--- config.mk ---
export PLATFORM = sky130hd
export DESIGN_NAME = spi_slave_responder
export DESIGN_NICKNAME = d
export VERILOG_FILES = /design/src/rtl/spi_slave_responder.sv
export SDC_FILE = /design/constraint.sdc
export NUM_CORES = 1
export LEC_CHECK = 0
export CAP_MARGIN = 20
export CORE_MARGIN = 8
export CORE_UTILIZATION = 38
export DETAILED_ROUTE_END_ITERATION = 16
export PLACE_DENSITY = 0.57
export SETUP_SLACK_MARGIN = 0.1
export SYNTH_ARGS = -nofsm -noshare
export SYNTH_HDL_FRONTEND = slang
export SYNTH_SLANG_ARGS = --single-unit
--- constraint.sdc ---
create_clock -name clk -period 3.05 [get_ports clk]
set_clock_uncertainty 0.15 [all_clocks]
set_input_delay 0.4575 -clock clk [delete_from_list [all_inputs] [get_ports clk]]
set_output_delay 0.4575 -clock clk [all_outputs]
set_load 0.05 [all_outputs]
--- src/rtl/spi_slave_responder.sv ---
// SPI slave with oversampled SCLK/SS_N/MOSI, one-entry TX buffer (valid/ready) and pulsed RX word output.
// Build option: define SPI_SLAVE_LSB_FIRST_EN for LSB-first TX and RX; default build is MSB first.
module spi_slave_responder #(
    parameter int                    DATA_WIDTH = 8,
    parameter bit                    CPOL       = 1'b0,
    parameter bit                    CPHA       = 1'b0,
    parameter logic [DATA_WIDTH-1:0] DEFAULT_TX = '0
) (
    input  logic                  clk,
    input  logic                  rst,
    input  logic                  sclk_i,
    input  logic                  ss_n_i,
    input  logic                  mosi_i,
    output logic                  miso_o,
    output logic                  miso_oe_o,
    input  logic [DATA_WIDTH-1:0] tx_data_i,
    input  logic                  tx_valid_i,
    output logic                  tx_ready_o,
    output logic [DATA_WIDTH-1:0] rx_data_o,
    output logic                  rx_valid_o,
    output logic                  tx_underrun_o,
    output logic                  frame_abort_o,
    output logic                  busy_o
);
    localparam int              CW       = $clog2(DATA_WIDTH + 1);
    localparam logic [CW-1:0]   LAST_BIT = CW'(DATA_WIDTH - 1);
    localparam logic [0:0]      S_IDLE   = 1'b0;
    localparam logic [0:0]      S_ACTIVE = 1'b1;

    logic                  r_sclk_meta, r_sclk_sync, r_sclk_d;
    logic                  r_ss_meta, r_ss_sync, r_ss_d;
    logic                  r_mosi_meta, r_mosi_sync;
    logic [0:0]            r_state;
    logic [CW-1:0]         r_cnt;
    logic [DATA_WIDTH-1:0] r_rx_shift, r_rx_data, r_tx_shift, r_buf;
    logic                  r_rx_done, r_rx_valid, r_abort, r_underrun;
    logic                  r_load_pend, r_skip, r_buf_full;

    logic                  w_sclk_rise, w_sclk_fall, w_lead, w_trail, w_sample, w_shift;
    logic                  w_ss_fall, w_ss_rise, w_active, w_load, w_accept, w_tx_bit;
    logic [DATA_WIDTH-1:0] w_tx_shifted, w_rx_next;

    always_ff @(posedge clk or posedge rst) begin
        if (rst) begin
            r_sclk_meta <= CPOL;
            r_sclk_sync <= CPOL;
            r_sclk_d    <= CPOL;
            // Select sync resets low: a select still held low after reset never reads as a fresh fall.
            r_ss_meta   <= 1'b0;
            r_ss_sync   <= 1'b0;
            r_ss_d      <= 1'b0;
            r_mosi_meta <= 1'b0;
            r_mosi_sync <= 1'b0;
        end else begin
            r_sclk_meta <= sclk_i;
            r_sclk_sync <= r_sclk_meta;
            r_sclk_d    <= r_sclk_sync;
            r_ss_meta   <= ss_n_i;
            r_ss_sync   <= r_ss_meta;
            r_ss_d      <= r_ss_sync;
            r_mosi_meta <= mosi_i;
            r_mosi_sync <= r_mosi_meta;
        end
    end

    assign w_sclk_rise = r_sclk_sync & ~r_sclk_d;
    assign w_sclk_fall = ~r_sclk_sync & r_sclk_d;
    assign w_lead      = CPOL ? w_sclk_fall : w_sclk_rise;
    assign w_trail     = CPOL ? w_sclk_rise : w_sclk_fall;
    assign w_sample    = CPHA ? w_trail : w_lead;
    assign w_shift     = CPHA ? w_lead : w_trail;
    assign w_ss_fall   = ~r_ss_sync & r_ss_d;
    assign w_ss_rise   = r_ss_sync & ~r_ss_d;
    assign w_active    = (r_state == S_ACTIVE);
    assign w_accept    = tx_valid_i & ~r_buf_full;
    // A pending load replaces the shift on the first shift edge of the next word.
    assign w_load      = (~w_active & w_ss_fall) |
                         (w_active & ~w_ss_rise & w_shift & r_load_pend);

`ifdef SPI_SLAVE_LSB_FIRST_EN
    assign w_tx_shifted = {1'b0, r_tx_shift[DATA_WIDTH-1:1]};
    assign w_rx_next    = {r_mosi_sync, r_rx_shift[DATA_WIDTH-1:1]};
    assign w_tx_bit     = r_tx_shift[0];
`else
    assign w_tx_shifted = {r_tx_shift[DATA_WIDTH-2:0], 1'b0};
    assign w_rx_next    = {r_rx_shift[DATA_WIDTH-2:0], r_mosi_sync};
    assign w_tx_bit     = r_tx_shift[DATA_WIDTH-1];
`endif

    always_ff @(posedge clk or posedge rst) begin
        if (rst) begin
            r_state     <= S_IDLE;
            r_cnt       <= '0;
            r_rx_shift  <= '0;
            r_rx_data   <= '0;
            r_rx_done   <= 1'b0;
            r_rx_valid  <= 1'b0;
            r_abort     <= 1'b0;
            r_load_pend <= 1'b0;
            r_skip      <= 1'b0;
        end else begin
            r_rx_done  <= 1'b0;
            r_rx_valid <= 1'b0;
            r_abort    <= 1'b0;
            if (r_rx_done) begin
                r_rx_data  <= r_rx_shift;
                r_rx_valid <= 1'b1;
            end
            if (!w_active) begin
                if (w_ss_fall) begin
                    r_state <= S_ACTIVE;
                    // CPHA=1: bit 0 is already on MISO, so the first leading edge must hold it.
                    r_skip  <= CPHA;
                end
            end else if (w_ss_rise) begin
                r_state     <= S_IDLE;
                r_cnt       <= '0;
                r_load_pend <= 1'b0;
                r_skip      <= 1'b0;
                r_abort     <= (r_cnt != '0);
            end else begin
                if (w_sample) begin
                    r_rx_shift <= w_rx_next;
                    if (r_cnt == LAST_BIT) begin
                        r_cnt       <= '0;
                        r_rx_done   <= 1'b1;
                        r_load_pend <= 1'b1;
                    end else begin
                        r_cnt <= r_cnt + CW'(1);
                    end
                end
                if (w_shift) begin
                    if (r_load_pend)
                        r_load_pend <= 1'b0;
                    else if (r_skip)
                        r_skip <= 1'b0;
                end
            end
        end
    end

    always_ff @(posedge clk or posedge rst) begin
        if (rst) begin
            r_tx_shift <= '0;
            r_buf      <= '0;
            r_buf_full <= 1'b0;
            r_underrun <= 1'b0;
        end else begin
            r_underrun <= 1'b0;
            if (w_accept)
                r_buf <= tx_data_i;
            if (w_load) begin
                // Load sees the old buffer; a same-cycle accept refills it.
                r_buf_full <= w_accept;
                if (r_buf_full) begin
                    r_tx_shift <= r_buf;
                end else begin
                    r_tx_shift <= DEFAULT_TX;
                    r_underrun <= 1'b1;
                end
            end else begin
                if (w_accept)
                    r_buf_full <= 1'b1;
                if (w_active && !w_ss_rise && w_shift && !r_skip)
                    r_tx_shift <= w_tx_shifted;
            end
        end
    end

    assign miso_o        = w_active & w_tx_bit;
    assign miso_oe_o     = w_active;
    assign busy_o        = w_active;
    assign tx_ready_o    = ~r_buf_full;
    assign rx_data_o     = r_rx_data;
    assign rx_valid_o    = r_rx_valid;
    assign tx_underrun_o = r_underrun;
    assign frame_abort_o = r_abort;
endmodule

# == Word level (Yosys, flattened, before mapping) ==
# Cells that the tools add are included.
# word_totals
register_bits,52
latchBits,0
ramBits,0
rom_bits,0
input_bits,14
out_inout_bits,15
word_cells,86
memories,0
# classes
n_addsub,1
multipliers,0
n_div,0
order_cmp,0
n_eq_ne,3
shifts,0
mux,30
bitwise_logic,18
n_reduce_logical,13
# ops
operator,count
2-to-1 mux 1 bit,24
2-to-1 mux 8 bit,3
2-to-1 mux 4 bit,3
bitwise AND 1 bit,10
nonzero test 2 bit,4
inverter 1 bit,7
AND reduction 3 bit,2
"adder 4 x 1 -> 4 bit, second input constant",1
"equality test 4 x 3 -> 1 bit, second input constant",1
nonzero test 4 bit,1
logical AND 1 bit,3
"!= test 3 x 1 -> 1 bit, second input constant",1
"!= test 3 x 2 -> 1 bit, second input constant",1
zero test 1 bit,2
AND reduction 2 bit,1
bitwise OR 1 bit,1

# == Logic depth before layout (Yosys ltp) ==
# depth
depth_word,8
ltp_mapped,6
mapped_depth_nobuf,5

# == Least setup slack after synthesis ==
# Ideal clock, no wire load.
# synth_timing
kind,reg2reg
startpoint,"register r_state, in the netlist busy_o"
endpoint,register r_rx_shift[0]
setup_time_ps,127
t_arrival_ps,1696
required_ps,2773
slack_ps,1077
path_stages_with_launch,6
n_path_buf,2
synth_period_minus_slack_ps,1973
cell_sequence,dfrtp_1 > buf_4 > inv_2 > nor3b_4 > buf_4 > mux2_1
# synth_between
elab_chain_cells,1
# synth_lines
item,line_no,source
from (decl),33,logic [0:0] r_state;
from (signal assigned),92,r_state <= S_IDLE;
from (signal assigned),111,r_state <= S_ACTIVE;
from (signal assigned),116,r_state <= S_IDLE;
AND reduction 3 bit (no source line),--,
to (signal assigned),123,r_rx_shift <= w_rx_next;
to (decl),35,"logic [DATA_WIDTH-1:0] r_rx_shift, r_rx_data, r_tx_shift, r_buf;"
# Every way passes these cells.
# A chain may end at the register's enable or synchronous reset.

# == Worst setup path after layout ==
# layout_timing
startpoint,"register r_state, in the netlist busy_o"
endpoint,output port miso_o
# layout_between
elab_chain_cells,1
# layout_lines
item,line_no,source
bitwise AND 1 bit,170,assign miso_o = w_active & w_tx_bit;
to (decl),14,"output logic miso_o,"
# Every way passes these cells.

==> flow_metrics.env <==
export IMPL_grt_pass1_vias=1321
export IMPL_r2r_end="r_tx_shift[1]"
export IMPL_leakage_nw=1.22
export IMPL_cts_buffers_inserted=5
export IMPL_multi_input_area_um2=754
export IMPL_ys_ff_latch=51
export IMPL_clock_sinks=51
export IMPL_place_congestion=0.682
export IMPL_slew_headroom_pct=56.3
export IMPL_io_buffers=28
export IMPL_ant_nets=0
export IMPL_cts_max_level=2
export IMPL_setup_viol=0
export IMPL_critPathTopFamily="buffers and inverters"
export IMPL_diodes=0
export IMPL_wl_per_cell_um=14.1
export IMPL_drcViolationCount=0
export IMPL_cts_resized=0
export IMPL_syn_area_mm2=0.00211
export IMPL_cts_hold_buf=0
export IMPL_pre_cts_ws_ns=0.870
export IMPL_row_count=27
export IMPL_fin_crit_sh_pct=79.8
export IMPL_grt_use_total_pct=9.78
export IMPL_critPathBufInv=1
export IMPL_drt_total_wl_um=3620
export IMPL_cts_setup_buffers=0
export IMPL_rsz0062_at_grt="no"
export IMPL_dp_cells=249
export IMPL_start_util_pct=38.9
export IMPL_drive_gt1_share_pct=21.1
export IMPL_timing_fmax_mhz=411
export IMPL_num_vias=1224
export IMPL_r2r_start="busy_o"
export IMPL_antenna_found_initial=0
export IMPL_grt_pass1_wl_um=6540
export IMPL_ir_drop_uv=301
export IMPL_drt_pass1_iter_count=4
export IMPL_postLayoutCellArea_mm2=0.00256
export IMPL_hold_class="register to register"
export IMPL_fillCellCount=477
export IMPL_finalHoldViolations=0
export IMPL_ioPinCount=29
export IMPL_die_area_mm2=0.00820
export IMPL_outcome="finished clean"
export IMPL_nNetsFinal=200
export IMPL_die_w_um=90.6
export IMPL_path_clk_slew_ns=0.09
export IMPL_first_iter_violations=31
export IMPL_slew_viol_final=0
export IMPL_grt_max_degree=19
export IMPL_worstSkewPairLatency_ns=0.29
export IMPL_ys_types=32
export IMPL_power_density_mw_per_mm2=644
export IMPL_cts_buffer_depth=2
export IMPL_syn_nets=170
export IMPL_r2r_slack_ns=1.09
export IMPL_fin_crit_ns=2.43
export IMPL_synth_area_per_cell_um2=13.7
export IMPL_critPathLaunchType="register"
export IMPL_die_h_um=90.6
export IMPL_slowest_stage="clkdlybuf4s50_1"
export IMPL_critPathArrivalTime_ns=1.83
export IMPL_yosysSeqAreaShare_pct=60.4
export IMPL_grt_overflow=0
export IMPL_ys_warn_count=0
export IMPL_critical_path_required_ns=2.44
export IMPL_worstSetupEndpointType="output pin"
export IMPL_syn_inst=154
export IMPL_dpl_cell_area_mm2=0.00245
export IMPL_cts_tree="yes"
export IMPL_worstHoldStart="r_sclk_meta"
export IMPL_root_buffer="clkbuf_8"
export IMPL_register_area_mm2=0.00128
export IMPL_reg2reg_depth=3
export IMPL_instances_no_fill=257
export IMPL_critPathMaxStageDelay_ns=0.79
export IMPL_path_cells="and2_1 > clkdlybuf4s50_1"
export IMPL_layout_setup_ws_ns=0.616
export IMPL_area_delta_synth_final_pct=21.0
export IMPL_tns_ns=0
export IMPL_worstHoldPathCells=0
export IMPL_dp_hpwl_um=2690
export IMPL_worst_path_max_fanout=11
export IMPL_cap_violations=0
export IMPL_placeableCoreArea_mm2=0.00544
export IMPL_worst_slew_pin_slew_ns=0.653
export IMPL_power_total_mw=1.65
export IMPL_path_class="register to output pin"
export IMPL_whs_endpoint="r_sclk_sync"
export IMPL_via_per_inst=4.76
[worst register-to-register path: stages (launching register included)]
cell	delay [ns]
dfrtp_1	0.56
mux2i_1	0.23
o32a_1	0.55
mux2_4	0.36
[cell type report]
class | instances | area share [%]
inverters | 10 | 1.47
clock inverters | 1 | 0.294
flip-flops and latches | 51 | 49.9
multi-input cells | 86 | 29.5
repair buffers | 30 | 11.5
clock buffers | 7 | 3.77
well taps | 72 | 3.52
[report_power, final]
part	switching, mW	internal (mW)	total (mW)
logic	0.143	0.182	0.325
registers	0.0896	0.816	0.905
clock network	0.210	0.206	0.417
total	0.443	1.20	1.65
[state kept, by name, summed over array words and instances, names as in the netlist, 4 cells and up]
signal      flops
rx_data_o       8
r_cnt           4
r_rx_shift      8
r_tx_shift      8
r_buf           8
[worst max-delay path by stage]
stage	start	endpoint	slack [ns]	depth (start not counted)
global route	busy_o	miso_o	0.52	2
finish	busy_o	miso_o	0.62	2
detailed placement	tx_valid_i	r_buf[4]	0.87	3
global placement	tx_valid_i	r_buf[4]	0.95	3
CTS	busy_o	miso_o	0.60	2
floorplan	busy_o	r_rx_shift[0]	1.08	5
[cell families after synthesis]
| family | after synthesis | synth area share [%] |
|---|---|---|
| multiplexers | 40 | 21.3 |
| flip-flops | 51 | 60.4 |
| adder cells (fa/ha/maj) | 2 | 1.18 |
| AND/OR/NAND/NOR | 28 | 7.99 |
| buffers and inverters | 17 | 3.91 |
| AO/OA/AOI/OAI | 16 | 5.21 |
[synthesized netlist by cell type]
| cell type | number | share of area [%] |
|---|---|---|
| dfrtp_1 | 51 | 60 |
| mux2_2 | 19 | 10 |
| mux2i_1 | 12 | 5.7 |
| inv_1 | 9 | 1.6 |
| nand2_1 | 8 | 1.4 |
| and2_1 | 5 | 1.5 |
| mux2_1 | 5 | 2.7 |
| mux2_4 | 4 | 2.8 |
| nor2_1 | 4 | 0.71 |
| a22o_1 | 3 | 1.2 |
| buf_4 | 3 | 1.1 |
| clkbuf_1 | 3 | 0.53 |
| nor2b_1 | 3 | 0.89 |
| o21ai_0 | 3 | 0.71 |
| a21oi_1 | 2 | 0.47 |
| ha_1 | 2 | 1.2 |
| nor3_1 | 2 | 0.47 |
| o21ai_1 | 2 | 0.47 |
| a21o_1 | 1 | 0.36 |
| a31oi_1 | 1 | 0.30 |
| and2b_1 | 1 | 0.36 |
| buf_6 | 1 | 0.53 |
| inv_2 | 1 | 0.18 |
| nand3_1 | 1 | 0.24 |
| nor2_4 | 1 | 0.53 |
| nor2b_2 | 1 | 0.41 |
| nor3b_2 | 1 | 0.59 |
| nor3b_4 | 1 | 0.89 |
| o211ai_1 | 1 | 0.36 |
| o22a_1 | 1 | 0.41 |
| o2bb2ai_1 | 1 | 0.41 |
| o32a_1 | 1 | 0.47 |
[layout by cell type, fill, tap and decap left out]
| cell | instances |
|---|---|
| inv_2 | 2 |
| a21oi_1 | 2 |
| clkdlybuf4s50_1 | 28 |
| nor3_1 | 2 |
| o21ai_0 | 3 |
| mux2_2 | 19 |
| ha_1 | 2 |
| nor2b_2 | 1 |
| o32a_1 | 1 |
| mux2_4 | 4 |
| inv_1 | 8 |
| o22a_1 | 1 |
| clkinvlp_4 | 1 |
| dfrtp_1 | 51 |
| o211ai_1 | 1 |
| mux2_1 | 5 |
| a22o_1 | 3 |
| o2bb2ai_1 | 1 |
| mux2i_1 | 12 |
| nor2_1 | 4 |
| nor3b_2 | 1 |
| and2_1 | 5 |
| buf_4 | 2 |
| a21o_1 | 1 |
| nand2_1 | 8 |
| and2b_1 | 1 |
| nor3b_4 | 1 |
| o21ai_1 | 2 |
| nand3_1 | 1 |
| nor2b_1 | 3 |
| a31oi_1 | 1 |
| nor2_4 | 1 |
| clkbuf_8 | 7 |
[metrics by stage]
step / hold slack [ns] / utilization [%]
3_3_place_gp: 0.185 / 45.1
3_5_place_dp: 0.185 / 45.1
4_1_cts: 0.211 / 47.0
6_report: 0.203 / 47.0
2_1_floorplan: 0.181 / -
5_1_grt: 0.220 / 47.0
[metal layers]
| layer | global-route usage (%) | vias up | routed length [um] |
|---|---|---|---|
| li1 | - | 587 | - |
| met1 | 12.1 | 611 | 1690 |
| met2 | 15.0 | 22 | 1680 |
| met3 | 3.99 | 4 | 208 |
| met4 | 3.33 | 0 | 35 |
| met5 | 0 | - | 0 |
(Power assumes the default switching activity.)
